File: config.mk
export PLATFORM = sky130hd
export DESIGN_NAME = vec_accumulator
export DESIGN_NICKNAME = d
export VERILOG_FILES = /design/src/rtl/vec_accumulator.sv
export SDC_FILE = /design/constraint.sdc
export NUM_CORES = 1
export LEC_CHECK = 0
export BUFFER_PORTS_ARGS = -buffer_cell sky130_fd_sc_hd__buf_2
export CAP_MARGIN = 20
export CORE_UTILIZATION = 35
export DETAILED_ROUTE_END_ITERATION = 12
export PLACE_DENSITY = 0.61
export SLEW_MARGIN = 15
export SYNTH_ARGS = -nofsm -noshare
export SYNTH_HDL_FRONTEND = slang
export SYNTH_SLANG_ARGS = --single-unit
File: constraint.sdc
create_clock -name clk -period 6.95 [get_ports clk]
set_input_delay 0.695 -clock clk [delete_from_list [all_inputs] [get_ports clk]]
set_output_delay 0.695 -clock clk [all_outputs]
set_load 0.02 [all_outputs]
File: src/rtl/vec_accumulator.sv
// Multi-lane beat accumulator: sums LANES partial-sum lanes over a
// programmable group length and emits one width-converted result per group.
module vec_accumulator #(
  parameter int W_IN      = 18,
  parameter int LANES     = 4,
  parameter int MAX_BEATS = 16,
  parameter int W_OUT     = 22,
  parameter int SIGNED    = 1
) (
  input  logic                     clk,
  input  logic                     rst_n,
  input  logic [$clog2(MAX_BEATS):0] cfg_beats,
  input  logic                     clear,
  input  logic                     in_valid,
  output logic                     in_ready,
  input  logic [LANES*W_IN-1:0]    in_data,
  output logic                     out_valid,
  input  logic                     out_ready,
  output logic [LANES*W_OUT-1:0]   out_data,
  output logic [LANES-1:0]         out_sat,
  output logic                     busy
);

  localparam int CW    = $clog2(MAX_BEATS) + 1;
  localparam int W_ACC = W_IN + $clog2(MAX_BEATS);

  logic [CW-1:0] count_q;
  logic [CW-1:0] beats_q;
  logic [CW-1:0] cfg_eff;
  logic [CW-1:0] beats_eff;

  logic [LANES-1:0][W_ACC-1:0] sum_q;
  logic [LANES-1:0][W_ACC-1:0] tot;
  logic [LANES-1:0][W_OUT-1:0] conv;
  logic [LANES-1:0]            sat;

  logic is_last;
  logic take;
  logic take_last;
  logic take_mid;

  always_comb begin
    unique case (1'b1)
      cfg_beats == '0:             cfg_eff = CW'(1);
      cfg_beats > CW'(MAX_BEATS):  cfg_eff = CW'(MAX_BEATS);
      default:                     cfg_eff = cfg_beats;
    endcase
  end

  // The first beat of a group decides its length from the live config.
  assign beats_eff = (count_q == '0) ? cfg_eff : beats_q;
  assign is_last   = (count_q == beats_eff - CW'(1));

  assign in_ready  = !clear && !(is_last && out_valid && !out_ready);
  assign take      = in_valid && in_ready;
  assign take_last = take && is_last;
  assign take_mid  = take && !is_last;
  assign busy      = (count_q != '0);

  for (genvar g = 0; g < LANES; g++) begin : g_lane
    logic [W_IN-1:0]  lane_in;
    logic [W_ACC-1:0] lane_ext;
    logic [W_ACC-1:0] lane_tot;
    logic [W_OUT-1:0] lane_cv;
    logic             lane_sat;

    assign lane_in  = in_data[g*W_IN +: W_IN];
    assign lane_ext = {{(W_ACC-W_IN){(SIGNED != 0) && lane_in[W_IN-1]}},
                       lane_in};
    assign lane_tot = sum_q[g] + lane_ext;

    if (W_OUT >= W_ACC) begin : g_wide
      always_comb begin
        lane_cv = {W_OUT{(SIGNED != 0) && lane_tot[W_ACC-1]}};
        lane_cv[W_ACC-1:0] = lane_tot;
      end
      assign lane_sat = 1'b0;
    end else if (SIGNED != 0) begin : g_sclamp
      // In range only when every bit above the output sign bit matches it.
      logic [W_ACC-W_OUT:0] hi;
      assign hi       = lane_tot[W_ACC-1:W_OUT-1];
      assign lane_sat = !((&hi) || !(|hi));
      assign lane_cv  = !lane_sat ? lane_tot[W_OUT-1:0] :
                        lane_tot[W_ACC-1] ? {1'b1, {(W_OUT-1){1'b0}}} :
                                            {1'b0, {(W_OUT-1){1'b1}}};
    end else begin : g_uclamp
      assign lane_sat = |lane_tot[W_ACC-1:W_OUT];
      assign lane_cv  = lane_sat ? {W_OUT{1'b1}} : lane_tot[W_OUT-1:0];
    end

    assign tot[g]  = lane_tot;
    assign conv[g] = lane_cv;
    assign sat[g]  = lane_sat;
  end

  always_ff @(posedge clk or negedge rst_n) begin
    if (!rst_n) begin
      count_q   <= '0;
      beats_q   <= '0;
      sum_q     <= '0;
      out_valid <= 1'b0;
      out_data  <= '0;
      out_sat   <= '0;
    end else begin
      unique case (1'b1)
        clear: begin
          count_q <= '0;
          sum_q   <= '0;
        end
        take_last: begin
          count_q  <= '0;
          sum_q    <= '0;
          out_data <= conv;
          out_sat  <= sat;
        end
        take_mid: begin
          count_q <= count_q + CW'(1);
          sum_q   <= tot;
        end
        default: ;
      endcase
      if (take && count_q == '0)
        beats_q <= cfg_eff;
      out_valid <= take_last || (out_valid && !out_ready);
    end
  end

endmodule

After elaboration in Yosys (flattened, before gate mapping)

Index checks and enable logic that the tools add are counted.

Add/sub/neg operators: 6
Magnitude comparators: 1
Eq/ne operators: 1
Muxes and demuxes: 4
Reduce and logical (&&, ||, !) cells: 18

Operators with widths:

| kind                | count |
|---|---|
| $pmux 88 s2         | 1 |
| $add 22x22->22      | 4 |
| $pmux 5 s2          | 2 |
| $logic_not 5->1     | 2 |
| $logic_and 1x1->1   | 8 |
| $add 5x1->5 const B | 1 |
| $eq 5x5->1          | 1 |
| $gt 5x5->1 const B  | 1 |
| $mux 5              | 1 |
| $reduce_bool 5->1   | 1 |
| $sub 5x1->5 const B | 1 |
| $logic_not 1->1     | 4 |
| $reduce_bool 2->1   | 1 |
| $reduce_or 2->1     | 1 |
| $logic_or 1x1->1    | 1 |

Register bits: 187
Bits of input ports: 82
Logic and storage cells: 38

Longest topological paths before layout

Word-level depth: 13
Mapped depth: 15
Gate-level depth less buffers: 13

Least setup slack after synthesis

OpenSTA, ideal clock, no wires.

Kind: input to output
Start point: input port cfg_beats[1]
End point: output port in_ready
Data arrival time: 3.232 ns
Slack: 3.023 ns
Cell stages on the path: 11
Path buffers: 0
Path through: or4_1 -> inv_1 -> ha_1 -> mux2_2 -> mux2i_1 -> ha_1 -> nand2_1 -> or4_1 -> a211o_1 -> nor2_1 -> nor2_1

Cells in the longest elaborated chain, start to end: 9

Ends and longest elaborated chain:

| element                                              | RTL line | text |
|---|---|---|
| start, declared                                      | 12       | `input logic [$clog2(MAX_BEATS):0] cfg_beats,` |
| $gt 5x5->1 / $logic_not 5->1 (equally long branches) | 45, 44   |  |
| $pmux 5 s2 *                                         | 43       | `unique case (1'b1)` |
| $mux 5 *                                             | 51       | `assign beats_eff = (count_q == '0) ? cfg_eff : beats_q;` |
| $sub 5x1->5 *                                        | 52       | `assign is_last = (count_q == beats_eff - CW'(1));` |
| $eq 5x5->1 *                                         | 52       |  |
| $logic_and 1x1->1 * (2 in a row)                     | 54       | `assign in_ready = !clear && !(is_last && out_valid && !out_ready);` |
| $logic_not 1->1 *                                    | 54       |  |
| $logic_and 1x1->1 *                                  | 54       |  |
| end, declared                                        | 15       | `output logic in_ready,` |

Mark *: on every way between the ends. The rest lies on a longest branch, timed or not.

Worst setup path in the final report

Start point: input port cfg_beats[1]
End point: register sum_q[43] (netlist name)

Cells in the longest elaborated chain, start to end: 13

Ends and longest elaborated chain:

| element                                                 | RTL line | text |
|---|---|---|
| $gt 5x5->1 / $logic_not 5->1 (equally long branches)    | 45, 44   |  |
| $pmux 5 s2 *                                            | 43       |  |
| $mux 5 *                                                | 51       |  |
| $sub 5x1->5 *                                           | 52       |  |
| $eq 5x5->1 *                                            | 52       |  |
| $logic_and 1x1->1 (2 in a row)                          | 54       |  |
| $logic_not 1->1                                         | 54       |  |
| $logic_and 1x1->1                                       | 54       |  |
| $logic_and 1x1->1                                       | 55       | `assign take = in_valid && in_ready;` |
| $logic_and 1x1->1                                       | 56       | `assign take_last = take && is_last;` |
| $reduce_or 2->1 (no source line)                        | n/a      |  |
| $pmux 88 s2 / $reduce_bool 2->1 (equally long branches) | n/a      |  |
| end signal, assigned                                    | 118      | `sum_q <= tot;` |
| end, declared                                           | 32       | `logic [LANES-1:0][W_ACC-1:0] sum_q;` |

Marked as above.
A chain may end at the register's enable or synchronous reset.

==> flow_metrics.py <==
metrics = {
    "run_status": {
        "outcome": "complete, no violations",
    },
    "placed_design": {
        "gp_congestion": 0.8499,
        "dpl-instance-area_um2": 12540,
        "io_buffer_count": 172,
        "dp_hpwl_um": 19840,
    },
    "synthesis": {
        "syn_inst": 1221,
        "synth_cell_types": 63,
        "yosys.area.top_type_share_pct": 41.34,
        "synth_top_cells_by_area": "dfrtp_1, ha_1, nand2_1, a22o_1, xnor2_1",
        "synth-main-ff-cell": "dfrtp_1",
        "synth.largest_area_cell": "dfrtp_1",
        "synth_edf_count": 0,
        "syn_area_um2": 11320,
        "avgSynthCellArea_um2": 9.272,
        "yosys_warnings": 0,
        "async_flop_share_pct": 100.0,
        "ys_ff_latch": 187,
        "ys_seq_area_share_pct": 41.34,
    },
    "cells_and_area": {
        "layout_common_cells": "nand2_1, dfrtp_1, buf_2",
        "final_common_cell": "nand2_1",
        "diodes": 0,
        "fin_area_um2": 13140,
        "finalNetCount": 1545,
        "drive_gt1_share_pct": 17.79,
        "num-fill-cells": 3189,
        "post-route-util_pct": 41.42,
        "multi_input_area_um2": 6279,
        "syn2layout_area_growth_pct": 16.04,
        "regArea_um2": 4679,
    },
    "clock_tree": {
        "cts_buffers": 17,
        "htreeDepth": 4,
        "postCtsSetupBuffers": 0,
        "clkLatencyLatePin_ps": 440,
        "clkTransAtPathRegs_ps": 80,
        "clock_path_buffers": 2,
        "holdBufCountCts": 0,
        "cts_tree": "yes",
        "cts_resized": 0,
        "cts.root.buffer_cell": "clkbuf_16",
        "cts.sinks": 187,
    },
    "floorplanning": {
        "start_util_pct": 35.69,
        "core-area_um2": 31720,
        "die_area_um2": 33070,
        "fp-row-count": 65,
        "io_pins": 177,
        "dieWidth_um": 181.9,
        "die_h_um": 181.9,
    },
    "critical_path": {
        "endpoint_kind": "flop",
        "crit_type": "input pin to flop",
        "crit_fanout": 70,
        "worstSetupStartpointType": "input pin",
        "cp.required_ps": 7320,
        "rrSetupSlack_ps": 2700,
        "crit_arrival_ps": 4890,
    },
    "global_routing": {
        "grt_max_degree": 82,
        "grt_pass1_wl_um": 46670,
        "gr-usage-all-layers_pct": 17.53,
        "antenna_found_initial": 1,
        "grt.overflow.total": 0,
        "grt_pass1_vias": 9095,
    },
    "detailed_routing": {
        "routed_wl_um": 28220,
        "vias": 9248,
        "dr.pass1.iters": 4,
        "drt_iter0_markers": 445,
        "route.detailed.drc": 0,
        "wl_per_cell_um": 15.81,
        "detail-route-antenna-nets": 0,
        "via_per_inst": 5.181,
    },
    "sta": {
        "post-route-period-util_pct": 65.04,
        "fin_skew_ps": 14.79,
        "maxSlewViolCount": 0,
        "max_freq_mhz": 221.2,
        "rsz0062_at_grt": "no",
        "period_needed_ps": 4521,
        "setup_tns_ps": 0,
        "tightest_slew_ps": 1030,
        "hold_violations": 0,
        "slew-limit-headroom_pct": 31.17,
        "setup_violations": 0,
    },
    "pwr": {
        "p_leak_nw": 6.767,
        "power_mw": 4.124,
        "powerDensity_nw_per_um2": 313.9,
        "vdd_drop_max_v": 0.0001617,
    },
    "hold_path": {
        "hp-class": "input pin to asynchronous set/reset pin",
    },
    "run": {
        "maxCapViolCount": 0,
    },
}
## cell families (layout without fill, tap and decap cells)
| kind of cell | after synthesis | after routing | share of synthesized area (%) |
|---|---|---|---|
| adders and majority gates | 93 | 93 | 10.54 |
| buffers and inverters | 90 | 249 | 3.559 |
| and+or+nand+nor | 424 | 424 | 16.89 |
| AOI/OAI and AO/OA | 337 | 337 | 20.20 |
| DFF | 187 | 187 | 41.34 |
| xor gates and xnor gates | 66 | 66 | 5.106 |
| other | 1 | 4 | 0.03312 |
| muxes | 23 | 23 | 2.332 |
## flip-flops by register name (all words and copies together) (netlist names)
register and flops:
beats_q 5, out_data 88, count_q 5, out_valid 1, sum_q 88
## routing by layer
layer | vias up | share of wire [%] | global-route usage, %
met4 | 2 | 0.90 | 3.933
met5 | - | 0.046 | 0
met1 | 4422 | 49 | 23.70
li1 | 4644 | - | -
met3 | 20 | 4.3 | 3.730
met2 | 160 | 45 | 28.69
## worst max-delay path: stages
cell and delay, ps:
buf_2 110, or4_1 550, inv_1 80, ha_1 250, mux2_2 330, mux2i_1 150, ha_1 210, nand2_1 50
or4_1 440, a211oi_2 460, nand2_1 170, a21oi_4 650, buf_12 380, o21bai_1 170, a21o_1 130
## Yosys cell counts (7+ instances only)
master and instances:
a21oi_1 65, xor2_1 20, buf_2 13, a21o_1 25, nand2b_1 11, a31oi_1 7, nor2b_1 14, o21a_1 17
inv_1 37, clkbuf_1 26, o31ai_1 8, buf_4 11, a211oi_1 20, dfrtp_1 187, o211ai_1 10, nand2_1 249
nand4_1 11, nor2_1 52, or2_2 7, o21bai_1 11, nor3_1 18, ha_1 89, xnor2_1 46, nand3_1 20
mux2_2 17, a22o_1 64, o21ai_0 79
## final timing paths
| kind | start | endpoint | depth (start not counted) |
|---|---|---|---|
| setup / recovery | cfg_beats[1] | sum_q[43] | 15 |
| hold / removal | rst_n | out_data[53] | 1 |
| setup reg to reg | count_q[0] | sum_q[43] | 13 |
| hold reg to reg | out_data[75] | out_data[75] | 2 |
| max in group asynchronous | rst_n | out_data[40] | 2 |
| min in group clk | out_data[75] | out_data[75] | 2 |
## layout make-up
| type | instances | share of cell area [%] |
|---|---|---|
| clock buffer | 17 | 3.238 |
| clock inverter | 15 | 1.286 |
| inverter | 37 | 1.057 |
| multi-input combinational | 947 | 47.80 |
| sequential | 187 | 35.62 |
| tap | 402 | 3.829 |
| timing repair buffer | 180 | 7.172 |
## where the power goes
part           total (mW)  internal (mW)  leakage, nW  switching [mW]
Sequential           1.52           1.36         2.50           0.160
Clock                1.02          0.519        0.296           0.499
Combinational        1.59          0.629         3.97           0.958
## stage by stage
stage / cells / setup WS [ps] / hold slack, ps
final: 1785 / 2430 / 285.9
after global routing: 1785 / 2171 / 338.8
after floorplan: 1224 / 3023 / 399.4
after detailed placement: 1753 / 1969 / 456.8
after global placement: 1753 / 2046 / 454.4
after CTS: 1785 / 2415 / 306.7
Note: power is estimated with default switching activity, not from simulation.
